File: config.mk
export PLATFORM = sky130hd
export DESIGN_NAME = turfio_phy_align_flat
export DESIGN_NICKNAME = d
export VERILOG_FILES = /design/src/rtl/turfio_phy_align_if.sv /design/src/rtl/turfio_phy_align.sv /design/src/flat_wrapper.sv
export SDC_FILE = /design/constraint.sdc
export NUM_CORES = 1
export LEC_CHECK = 0
export BUFFER_PORTS_ARGS = -buffer_cell sky130_fd_sc_hd__buf_2
export CORE_MARGIN = 2
export CORE_UTILIZATION = 55
export CTS_CLUSTER_DIAMETER = 100
export DETAILED_ROUTE_END_ITERATION = 8
export PLACE_DENSITY = 0.76
export SLEW_MARGIN = 5
export SYNTH_ARGS = -nofsm -noshare
export SYNTH_HDL_FRONTEND = slang
export SYNTH_SLANG_ARGS = --single-unit
export TNS_END_PERCENT = 1
File: constraint.sdc
create_clock -name sys_clk -period 2.9 [get_ports sys_clk]
set_input_delay 0.145 -clock sys_clk [delete_from_list [all_inputs] [get_ports sys_clk]]
set_output_delay 0.145 -clock sys_clk [all_outputs]
set_load 0.01 [all_outputs]
File: src/rtl/turfio_phy_align_if.sv
// Signal bundle between the TURFIO PHY alignment controller and the PHY/fabric side.
// data_valid only qualifies data; there is no backpressure, so a word presented with data_valid=1 is consumed that cycle.
interface turfio_phy_align_if #(
  parameter int NCH   = 3,
  parameter int NBITS = 8
);
  logic                 start;
  logic                 phy_rst;
  logic                 rst_seq_done;
  logic [NCH-1:0]       dly_rdy;
  logic [NCH-1:0]       vtc_rdy;
  logic [NCH-1:0]       en_vtc;
  logic                 start_bitslip;
  logic                 bitslip_done;
  logic [NCH*NBITS-1:0] data;
  logic                 data_valid;
  logic [NCH-1:0]       word_slip;
  logic [NCH-1:0]       aligned;
  logic                 locked;
  logic                 err;
  logic [2:0]           state;

  modport master (
    output start, rst_seq_done, dly_rdy, vtc_rdy, bitslip_done, data, data_valid,
    input  phy_rst, en_vtc, start_bitslip, word_slip, aligned, locked, err, state
  );

  modport slave (
    input  start, rst_seq_done, dly_rdy, vtc_rdy, bitslip_done, data, data_valid,
    output phy_rst, en_vtc, start_bitslip, word_slip, aligned, locked, err, state
  );
endinterface

File: src/rtl/turfio_phy_align.sv
// Bring-up sequencer for the native-PHY receive path: PHY reset, ready waits,
// built-in bitslip, then per-channel word alignment against a training word.
module turfio_phy_align #(
  parameter int               NCH        = 3,
  parameter int               NBITS      = 8,
  parameter logic [NBITS-1:0] TRAIN      = NBITS'(8'hA5),
  parameter int               RST_CYCLES = 16,
  parameter int               LOCK_COUNT = 64,
  parameter int               TIMEOUT    = 4096
) (
  input  logic              sys_clk,
  input  logic              rst,
  turfio_phy_align_if.slave bus
);

  localparam int TMAX = (TIMEOUT > RST_CYCLES) ? TIMEOUT : RST_CYCLES;
  localparam int TW   = $clog2(TMAX + 1);
  localparam int MW   = $clog2(LOCK_COUNT + 1);
  localparam int SW   = $clog2(NBITS + 1);

  localparam logic [TW-1:0] TO_LAST  = TW'(TIMEOUT - 1);
  localparam logic [TW-1:0] RST_LAST = TW'(RST_CYCLES - 1);
  localparam logic [TW-1:0] CNT_TOP  = TW'(TMAX - 1);
  localparam logic [MW-1:0] LC_LAST  = MW'(LOCK_COUNT - 1);
  localparam logic [SW-1:0] SLIP_MAX = SW'(NBITS);

  typedef enum logic [2:0] {
    IDLE    = 3'd0,
    PHYRST  = 3'd1,
    WAITSEQ = 3'd2,
    WAITDLY = 3'd3,
    WAITVTC = 3'd4,
    BITSLIP = 3'd5,
    ALIGN   = 3'd6,
    DONE    = 3'd7
  } state_t;

  state_t                   state_q;
  logic [TW-1:0]            tcnt;
  logic                     phy_rst_q;
  logic [NCH-1:0]           en_vtc_q;
  logic                     start_bitslip_q;
  logic [NCH-1:0]           word_slip_q;
  logic [NCH-1:0]           aligned_q;
  logic                     locked_q;
  logic                     err_q;
  logic [NCH-1:0][MW-1:0]   mcnt;
  logic [NCH-1:0][SW-1:0]   scnt;
  logic [NCH-1:0][2:0]      hold;
  logic                     slip_fail;
  logic                     timed_out;

  always_comb begin
    slip_fail = 1'b0;
    for (int c = 0; c < NCH; c++) begin
      if (scnt[c] == SLIP_MAX) slip_fail = 1'b1;
    end
  end

  assign timed_out = (tcnt == TO_LAST);

  always_ff @(posedge sys_clk or posedge rst) begin
    if (rst) begin
      state_q         <= IDLE;
      tcnt            <= '0;
      phy_rst_q       <= 1'b0;
      en_vtc_q        <= '0;
      start_bitslip_q <= 1'b0;
      word_slip_q     <= '0;
      aligned_q       <= '0;
      locked_q        <= 1'b0;
      err_q           <= 1'b0;
      mcnt            <= '0;
      scnt            <= '0;
      hold            <= '0;
    end else begin
      word_slip_q <= '0;
      if (bus.start) begin
        state_q         <= PHYRST;
        tcnt            <= '0;
        phy_rst_q       <= 1'b1;
        en_vtc_q        <= '0;
        start_bitslip_q <= 1'b0;
        aligned_q       <= '0;
        locked_q        <= 1'b0;
        err_q           <= 1'b0;
        mcnt            <= '0;
        scnt            <= '0;
        hold            <= '0;
      end else begin
        // Later assignments of zero on state entry override this saturating count.
        if (tcnt != CNT_TOP) tcnt <= tcnt + 1'b1;
        case (state_q)
          IDLE: ;
          PHYRST: begin
            if (tcnt == RST_LAST) begin
              state_q   <= WAITSEQ;
              phy_rst_q <= 1'b0;
              tcnt      <= '0;
            end
          end
          WAITSEQ: begin
            if (bus.rst_seq_done) begin
              state_q <= WAITDLY;
              tcnt    <= '0;
            end else if (timed_out) begin
              state_q <= DONE;
              err_q   <= 1'b1;
              tcnt    <= '0;
            end
          end
          WAITDLY: begin
            if (&bus.dly_rdy) begin
              state_q  <= WAITVTC;
              en_vtc_q <= '1;
              tcnt     <= '0;
            end else if (timed_out) begin
              state_q <= DONE;
              err_q   <= 1'b1;
              tcnt    <= '0;
            end
          end
          WAITVTC: begin
            if (&bus.vtc_rdy) begin
              state_q         <= BITSLIP;
              start_bitslip_q <= 1'b1;
              tcnt            <= '0;
            end else if (timed_out) begin
              state_q <= DONE;
              err_q   <= 1'b1;
              tcnt    <= '0;
            end
          end
          BITSLIP: begin
            if (bus.bitslip_done) begin
              state_q         <= ALIGN;
              start_bitslip_q <= 1'b0;
              tcnt            <= '0;
            end else if (timed_out) begin
              state_q         <= DONE;
              start_bitslip_q <= 1'b0;
              err_q           <= 1'b1;
              tcnt            <= '0;
            end
          end
          ALIGN: begin
            if (&aligned_q) begin
              state_q  <= DONE;
              locked_q <= 1'b1;
              tcnt     <= '0;
            end else if (slip_fail || timed_out) begin
              state_q <= DONE;
              err_q   <= 1'b1;
              tcnt    <= '0;
            end else begin
              // Aligned channels freeze; the rest count matches or slip and back off.
              for (int c = 0; c < NCH; c++) begin
                if (!aligned_q[c]) begin
                  if (hold[c] != 3'd0) begin
                    hold[c] <= hold[c] - 3'd1;
                  end else if (bus.data_valid) begin
                    if (bus.data[c*NBITS +: NBITS] == TRAIN) begin
                      mcnt[c] <= mcnt[c] + 1'b1;
                      if (mcnt[c] == LC_LAST) aligned_q[c] <= 1'b1;
                    end else begin
                      mcnt[c]        <= '0;
                      word_slip_q[c] <= 1'b1;
                      scnt[c]        <= scnt[c] + 1'b1;
                      hold[c]        <= 3'd4;
                    end
                  end
                end
              end
            end
          end
          DONE: ;
          default: state_q <= IDLE;
        endcase
      end
    end
  end

  assign bus.phy_rst       = phy_rst_q;
  assign bus.en_vtc        = en_vtc_q;
  assign bus.start_bitslip = start_bitslip_q;
  assign bus.word_slip     = word_slip_q;
  assign bus.aligned       = aligned_q;
  assign bus.locked        = locked_q;
  assign bus.err           = err_q;
  assign bus.state         = state_q;

endmodule

File: src/flat_wrapper.sv
// flat-port wrapper written by rule: the top's interface ports become plain ports
module turfio_phy_align_flat 
#(
  parameter int               NCH        = 3,
  parameter int               NBITS      = 8,
  parameter logic [NBITS-1:0] TRAIN      = NBITS'(8'hA5),
  parameter int               RST_CYCLES = 16,
  parameter int               LOCK_COUNT = 64,
  parameter int               TIMEOUT    = 4096
)
  (sys_clk, rst, bus_start, bus_rst_seq_done, bus_dly_rdy, bus_vtc_rdy, bus_bitslip_done, bus_data, bus_data_valid, bus_phy_rst, bus_en_vtc, bus_start_bitslip, bus_word_slip, bus_aligned, bus_locked, bus_err, bus_state);
  turfio_phy_align_if #(.NCH(NCH), .NBITS(NBITS)) bus_i ();
  input  logic sys_clk;
  input  logic rst;
  input wire logic [$bits(bus_i.start)-1:0] bus_start;
  input wire logic [$bits(bus_i.rst_seq_done)-1:0] bus_rst_seq_done;
  input wire logic [$bits(bus_i.dly_rdy)-1:0] bus_dly_rdy;
  input wire logic [$bits(bus_i.vtc_rdy)-1:0] bus_vtc_rdy;
  input wire logic [$bits(bus_i.bitslip_done)-1:0] bus_bitslip_done;
  input wire logic [$bits(bus_i.data)-1:0] bus_data;
  input wire logic [$bits(bus_i.data_valid)-1:0] bus_data_valid;
  output wire logic [$bits(bus_i.phy_rst)-1:0] bus_phy_rst;
  output wire logic [$bits(bus_i.en_vtc)-1:0] bus_en_vtc;
  output wire logic [$bits(bus_i.start_bitslip)-1:0] bus_start_bitslip;
  output wire logic [$bits(bus_i.word_slip)-1:0] bus_word_slip;
  output wire logic [$bits(bus_i.aligned)-1:0] bus_aligned;
  output wire logic [$bits(bus_i.locked)-1:0] bus_locked;
  output wire logic [$bits(bus_i.err)-1:0] bus_err;
  output wire logic [$bits(bus_i.state)-1:0] bus_state;
  assign bus_i.start = bus_start;
  assign bus_i.rst_seq_done = bus_rst_seq_done;
  assign bus_i.dly_rdy = bus_dly_rdy;
  assign bus_i.vtc_rdy = bus_vtc_rdy;
  assign bus_i.bitslip_done = bus_bitslip_done;
  assign bus_i.data = bus_data;
  assign bus_i.data_valid = bus_data_valid;
  assign bus_phy_rst = bus_i.phy_rst;
  assign bus_en_vtc = bus_i.en_vtc;
  assign bus_start_bitslip = bus_i.start_bitslip;
  assign bus_word_slip = bus_i.word_slip;
  assign bus_aligned = bus_i.aligned;
  assign bus_locked = bus_i.locked;
  assign bus_err = bus_i.err;
  assign bus_state = bus_i.state;
  turfio_phy_align #(.NCH(NCH), .NBITS(NBITS), .TRAIN(TRAIN), .RST_CYCLES(RST_CYCLES), .LOCK_COUNT(LOCK_COUNT), .TIMEOUT(TIMEOUT)) u_core (.sys_clk(sys_clk), .rst(rst), .bus(bus_i));
endmodule
==> reports/results.txt, run 1 <==
num rows: 31
Synth Register Bits: 69
Max Clk Rate: 0.398 GHz
RR Startpoint: u_core.tcnt[1]
commonest non-fill, non-tap cell in the layout: nor2_1
final setup TNS: 0 ns
filler cell count: 657
commonest cells after routing, fill and taps aside: nor2_1 (75), dfrtp_1 (69), buf_2 (51)
Area growth, synth to finish: 15.6%
vias in the first global route: 3428
kind of critical path: reg2reg
CTS Buf Count: 9
Syn Inst Count: 457
placer congestion estimate: 0.886
EDFF count, synth: 0
Critical Path AT: 2.74 ns
CTS tree: yes
CP Launch Type: flop
Final period util: 86.7%
leakage power: 2.11 nW
sequential area share after synthesis: 43.2%
Mean Syn Cell Area: 8.75 sq um
CTS Sinks: 69
met1 wire length: 4160 microns
hold path startpoint: bus_bitslip_done
hold path cells: 4
Synth Net Count: 507
PwrDens: 398 nW/um^2
Top FF cell, synth: dfrtp_1
drt first pass iters: 4
Max Cap Viol: 0
Clk pwr share: 42.2%
Post-CTS Setup Inserts: 0
ys async rst share: 100%
port buffer count: 51
Die ar.: 7970 sq um
Max Slew Vio Count: 0
worst reg2reg path depth: 7
# setup viols final: 0
Sequential Area: 1730 sq um
# diodes: 0
Core Footprint: 7140 sq um
first-pass GRT wire length: 15700 microns
antenna violations before repair: 0
routed wl met2: 4730 microns
Final Hold Fails: 0
largest net degree at the start of global routing: 39
H-tree level count: 3
RSZ-0062 raised after global routing: no
HP Class: in2reg
cell area after synthesis: 4000 sq um
NumNets Final: 568
routed via count: 3639
net switching power: 0.419 mW
post-route ant nets: 0
Initial Utilization: 56.0%
layout cell share with drive strength beyond 1: 16.4%
combinational group share of total power: 5.1%
Clk Latency, worst-skew pair: 0.34 ns
Top Metal Used: met4
Vias/cell: 5.85
worst vdd ir: 0.263 mV
met3 routed WL: 301 microns
Reg power frac: 52.7%
Routed wire per std cell: 15.0 microns
setup ws final: 0.386 ns
Worst setup EP type: flop
die width: 89.3 microns
total gr overflow: 0
hold endpoint: u_core.bus.start_bitslip
Max clock buf depth: 2
Total Wirelength: 9340 microns
height of the chip: 89.3 microns
Max FO, Critical Path: 8
required time worst endpoint: 3.13 ns
DR iter-0 viols: 207
Ports: 52
Multi-input gate area: 2120 sq um
Internal: 1.42 mW
Worst-path clk slew: 0.07 ns
Syn. warnings: 0
post-route clock skew: 0.0114 ns
Post-route DRC: 0
sw frac: 22.8%
Tmin final: 2.51 ns
relative slew slack: 47.2%
R2R Setup Slk: 0.39 ns
status: complete, no violations
hpwl dp: 6810 microns
final instance area: 4620 sq um
CTS root buf: clkbuf_8
post_cts resized: 0
RR Endpoint: u_core.bus.state[0]
placed instance area: 4420 sq um
synth unique cells: 52
dpl ws: 0.390 ns
Worst-Margin Slew: 0.791 ns
overall routing resource usage: 25.3%
[flip-flops by register name (all words and copies together), names as in the netlist]
signal / count
u_core.hold: 9
u_core.bus.locked: 1
u_core.bus.state: 3
u_core.bus.word_slip: 3
u_core.bus.err: 1
u_core.mcnt: 21
u_core.bus.en_vtc: 1
u_core.bus.start_bitslip: 1
u_core.tcnt: 13
u_core.bus.phy_rst: 1
u_core.bus.aligned: 3
u_core.scnt: 12
[synth_stat cells, types with 11 or more instances]
cell | count | area, sq um
o21ai_0 | 22 | 110
a21oi_1 | 28 | 140
dfrtp_1 | 69 | 1730
and3_1 | 15 | 93.8
inv_1 | 20 | 75.1
clkbuf_1 | 12 | 45.0
nand4_1 | 11 | 68.8
nand3_1 | 22 | 110
ha_1 | 14 | 175
nor2_1 | 75 | 282
nor3_1 | 16 | 80.1
nand2_1 | 31 | 116
[cells by family (layout without fill, tap and decap cells)]
group                      Yosys count  in the layout  synth area share, %
DFF                                 69             69                 43.2
muxes                                7              7                 1.78
and+or+nand+nor                    232            232                 31.0
xor gates and xnor gates            16             16                 3.51
AOI/OAI and AO/OA                   81             81                 12.4
buffers and inverters               38            104                 3.79
adders and majority gates           14             14                 4.38
[routing by layer]
layer / vias up / global-route usage (%)
met2: 82 / 43.2
li1: 1762 / -
met1: 1782 / 32.7
met5: - / 0
met3: 13 / 3.60
met4: 0 / 9.63
[area by class of cell]
class	count	share of cell area, %
clock buffers	12	3.14
inverters	20	1.62
clock inverters	4	1.03
repair buffers	68	8.34
flip-flops and latches	69	37.3
well taps	99	2.68
multi-input cells	350	45.8
[critical path, stage by stage, from the launching register on]
cell     delay [ns]
dfrtp_1        0.39
ha_1           0.21
nand3_1        0.18
nor4_4         0.37
nor3_1         0.10
or3b_1         0.50
or4_1          0.54
o31a_1         0.11
[what timing repair did]
action	in CTS	in global routing
hold buffers	1	0
endpoints found under the hold margin	35	0
endpoints found under the setup margin	0	0
[how the worst max path moves through the flow]
stage                              start                  end  slack (ns)  cells past startpoint
final                     u_core.tcnt[1]  u_core.bus.state[0]        0.39                      7
after global routing      u_core.tcnt[1]  u_core.bus.state[0]        0.21                      7
after CTS                 u_core.tcnt[0]  u_core.bus.state[0]        0.38                      7
after detailed placement  u_core.tcnt[1]  u_core.bus.state[0]        0.39                      7
after global placement    u_core.tcnt[1]  u_core.bus.state[2]        0.45                      7
after floorplan           u_core.tcnt[0]  u_core.bus.state[0]        0.48                      8
[power groups by stage]
stage | Clock [mW] | Sequential, mW | Combinational (mW)
3_3_place_gp | 0 | 0.987 | 0.0923
6_report | 0.776 | 0.969 | 0.0934
4_1_cts | 0.792 | 0.969 | 0.0954
3_5_place_dp | 0 | 0.988 | 0.0944
2_1_floorplan | 0 | 0.987 | 0.0489
5_1_grt | 0.831 | 0.970 | 0.106
[metrics by stage]
| step | util (%) | hold WS, ns | instances | power (mW) |
|---|---|---|---|---|
| 6_report | 64.8 | 0.214 | 622 | 1.84 |
| 5_1_grt | 64.8 | 0.222 | 622 | 1.91 |
| 4_1_cts | 64.8 | 0.212 | 622 | 1.86 |
| 3_5_place_dp | 61.9 | 0.349 | 605 | 1.08 |
| 3_3_place_gp | 61.9 | 0.346 | 605 | 1.08 |
| 2_1_floorplan | - | 0.403 | 457 | 1.04 |
(Power assumes the default switching activity.)
==> inputs of run 2 (changes only) <==
- ABC_AREA: not set -> 1
- CORE_ASPECT_RATIO: not set -> 0.8
==> run 2 against run 1 <==
- global-route usage down 1.2 points
- clock-buffer cell count unchanged
- maximum frequency up 17%
- worst hold slack worse by 0.083 ns
- total power up 66%
- routed wire length up 11%
- sequential share of layout area down 4.2 points
- clock skew down 0.0014 ns
- setup slack better by 0.37 ns
- non-clock buffer count down 12
- register-to-register slack better by 0.37 ns
==> reports/results.txt, run 2 <==
Total Wirelength: 10400 microns
Max clock buf depth: 2
filler cell count: 767
Syn. warnings: 0
Initial Utilization: 55.9%
kind of critical path: reg2reg
RR Endpoint: u_core.hold[0]
critical path cell sequence: ha_1, nand3_2, nor2_4, nand2_2, nand2_4, o21ai_2, nand2_1, nand2_1, nand2_1
CP delay by family, top: simple AND/OR/NAND/NOR gates
cell area after synthesis: 4700 sq um
synth unique cells: 39
placed cells: 793
max incr delay on CP: 0.44 ns
most frequent CP cell: nand2_1
CTS root buf: clkbuf_8
height of the chip: 86.7 microns
RR Startpoint: u_core.tcnt[0]
Critical Path AT: 2.39 ns
vias in the first global route: 3998
share of Yosys cell area claimed by the top area cell type: 36.7%
PwrDens: 588 nW/um^2
max reg flops: 21
Post-route DRC: 0
# diodes: 0
hold endpoint: u_core.bus.word_slip[1]
ys async rst share: 100%
Commonest cells post-synth: nand2_1 (171), inv_1 (84), dfrtp_1 (69)
most common cell in the netlist: nand2_1
commonest cells after routing, fill and taps aside: nand2_1 (171), inv_1 (83), dfrtp_1 (69)
post-route clock skew: 0.0101 ns
total gr overflow: 0
num rows: 30
port buffer count: 51
layout cell share with drive strength beyond 1: 19.5%
Sequential Area: 1730 sq um
most flop-heavy register: u_core.mcnt
R2R Setup Slk: 0.75 ns
die width: 107 microns
DR iter-0 viols: 204
routed via count: 4236
Worst-Margin Slew: 0.557 ns
CP Launch Type: flop
Routed wire per std cell: 12.8 microns
leakage power: 2.65 nW
Max Slew Vio Count: 0
antenna violations before repair: 0
final setup TNS: 0 ns
CTS Sinks: 69
hpwl dp: 7720 microns
required time worst endpoint: 3.14 ns
CTS tree: yes
Tmin final: 2.15 ns
# setup viols final: 0
Clk Latency, worst-skew pair: 0.35 ns
status: complete, no violations
Die ar.: 9300 sq um
worst reg2reg path depth: 9
relative slew slack: 62.8%
NumNets Final: 743
largest net degree at the start of global routing: 51
worst vdd ir: 0.480 mV
HP Class: in2reg
Ports: 52
Largest regs: u_core.mcnt: 21 flops, u_core.tcnt: 13 flops, u_core.scnt: 12 flops
Top FF cell, synth: dfrtp_1
Synth Register Bits: 69
Crit-path slowest cell: o21ai_2
Worst-path clk slew: 0.07 ns
overall routing resource usage: 24.1%
post-route ant nets: 0
RSZ-0062 raised after global routing: no
Vias/cell: 5.23
area leader, netlist: dfrtp_1
hold path startpoint: bus_data_valid
first-pass GRT wire length: 17800 microns
Layout Cells excl Fill: 810
hold path cells: 3
commonest non-fill, non-tap cell in the layout: nand2_1
Worst setup EP type: flop
CTS Buf Count: 9
Mean Syn Cell Area: 7.30 sq um
Post-CTS Setup Inserts: 0
sequential area share after synthesis: 36.7%
WP buf/inv: 0
H-tree level count: 3
drt first pass iters: 5
Max Cap Viol: 0
Max Clk Rate: 0.465 GHz
Syn Inst Count: 644
Core Footprint: 8410 sq um
Area growth, synth to finish: 10.7%
Synth Net Count: 694
Max FO, Critical Path: 13
Area contributors post-synth: dfrtp_1 (37%), nand2_1 (14%), inv_1 (6.7%), nand3_1 (5.4%), nor2_1 (4.9%)
cell depth of the worst setup path: 9
placer congestion estimate: 0.964
Final Hold Fails: 0
Final period util: 74.1%
EDFF count, synth: 0
Multi-input gate area: 2520 sq um
[run 2: layout make-up]
type                    count  area share [%]
multi-input cells         472            48.4
flip-flops and latches     69            33.2
inverters                  85            6.13
repair buffers             56            5.92
clock buffers              12            2.79
well taps                 112            2.69
clock inverters             4           0.914
[run 2: timing repair]
action	4_1_cts	5_1_grt
hold endpoints to repair	19	0
hold buffers	1	0
resized for setup	0	0
[run 2: worst max path at each step]
| stage | from | end | slack, ns |
|---|---|---|---|
| floorplan | rst | u_core.bus.aligned[0] | 1.02 |
| global placement | u_core.tcnt[0] | u_core.hold[2] | 0.86 |
| detailed placement | u_core.tcnt[0] | u_core.hold[0] | 0.79 |
| CTS | u_core.tcnt[0] | u_core.hold[2] | 0.79 |
| global route | u_core.tcnt[0] | u_core.hold[0] | 0.60 |
| finish | u_core.tcnt[0] | u_core.hold[0] | 0.75 |
[run 2: metrics by stage]
step / setup WS [ns] / util, % / instance area (sq um) / hold slack, ns / total power, mW
2_1_floorplan: 1.02 / - / 4700 / 0.296 / 2.09
3_3_place_gp: 0.857 / 59.5 / 5000 / 0.176 / 2.25
3_5_place_dp: 0.794 / 59.5 / 5000 / 0.180 / 2.29
4_1_cts: 0.786 / 61.9 / 5200 / 0.112 / 3.08
5_1_grt: 0.596 / 61.9 / 5200 / 0.142 / 3.31
6_report: 0.751 / 61.9 / 5200 / 0.131 / 3.06
[run 2: logic make-up after synthesis]
| kind of cell | count (synthesis) | share of synthesized area (%) |
|---|---|---|
| simple gates | 373 | 37.5 |
| buf+inv | 103 | 9.72 |
| compound gates | 69 | 9.29 |
| flops | 69 | 36.7 |
| xor+xnor | 16 | 2.98 |
| fa+ha+maj | 14 | 3.73 |
[run 2: where the power goes]
group	internal [mW]	total (mW)	switching, mW
Combinational	0.368	1.02	0.655
Sequential	1.10	1.26	0.156
Clock	0.418	0.780	0.362
[run 2: worst register-to-register path, delay by kind of cell (launching register included)]
family / cells / cell delay (ns)
compound gates: 1 / 0.44
flops: 1 / 0.41
simple gates: 7 / 0.91
fa+ha+maj: 1 / 0.30
[run 2: metal layers]
layer / vias to the layer above / global-route usage, % / wire (microns) / share of wire, %
met1: 1961 / 32.5 / 4970 / 48
li1: 2154 / - / - / -
met4: 0 / 8.86 / 139 / 1.3
met5: - / 0 / 0 / 0
met3: 15 / 7.14 / 584 / 5.6
met2: 106 / 37.1 / 4720 / 45
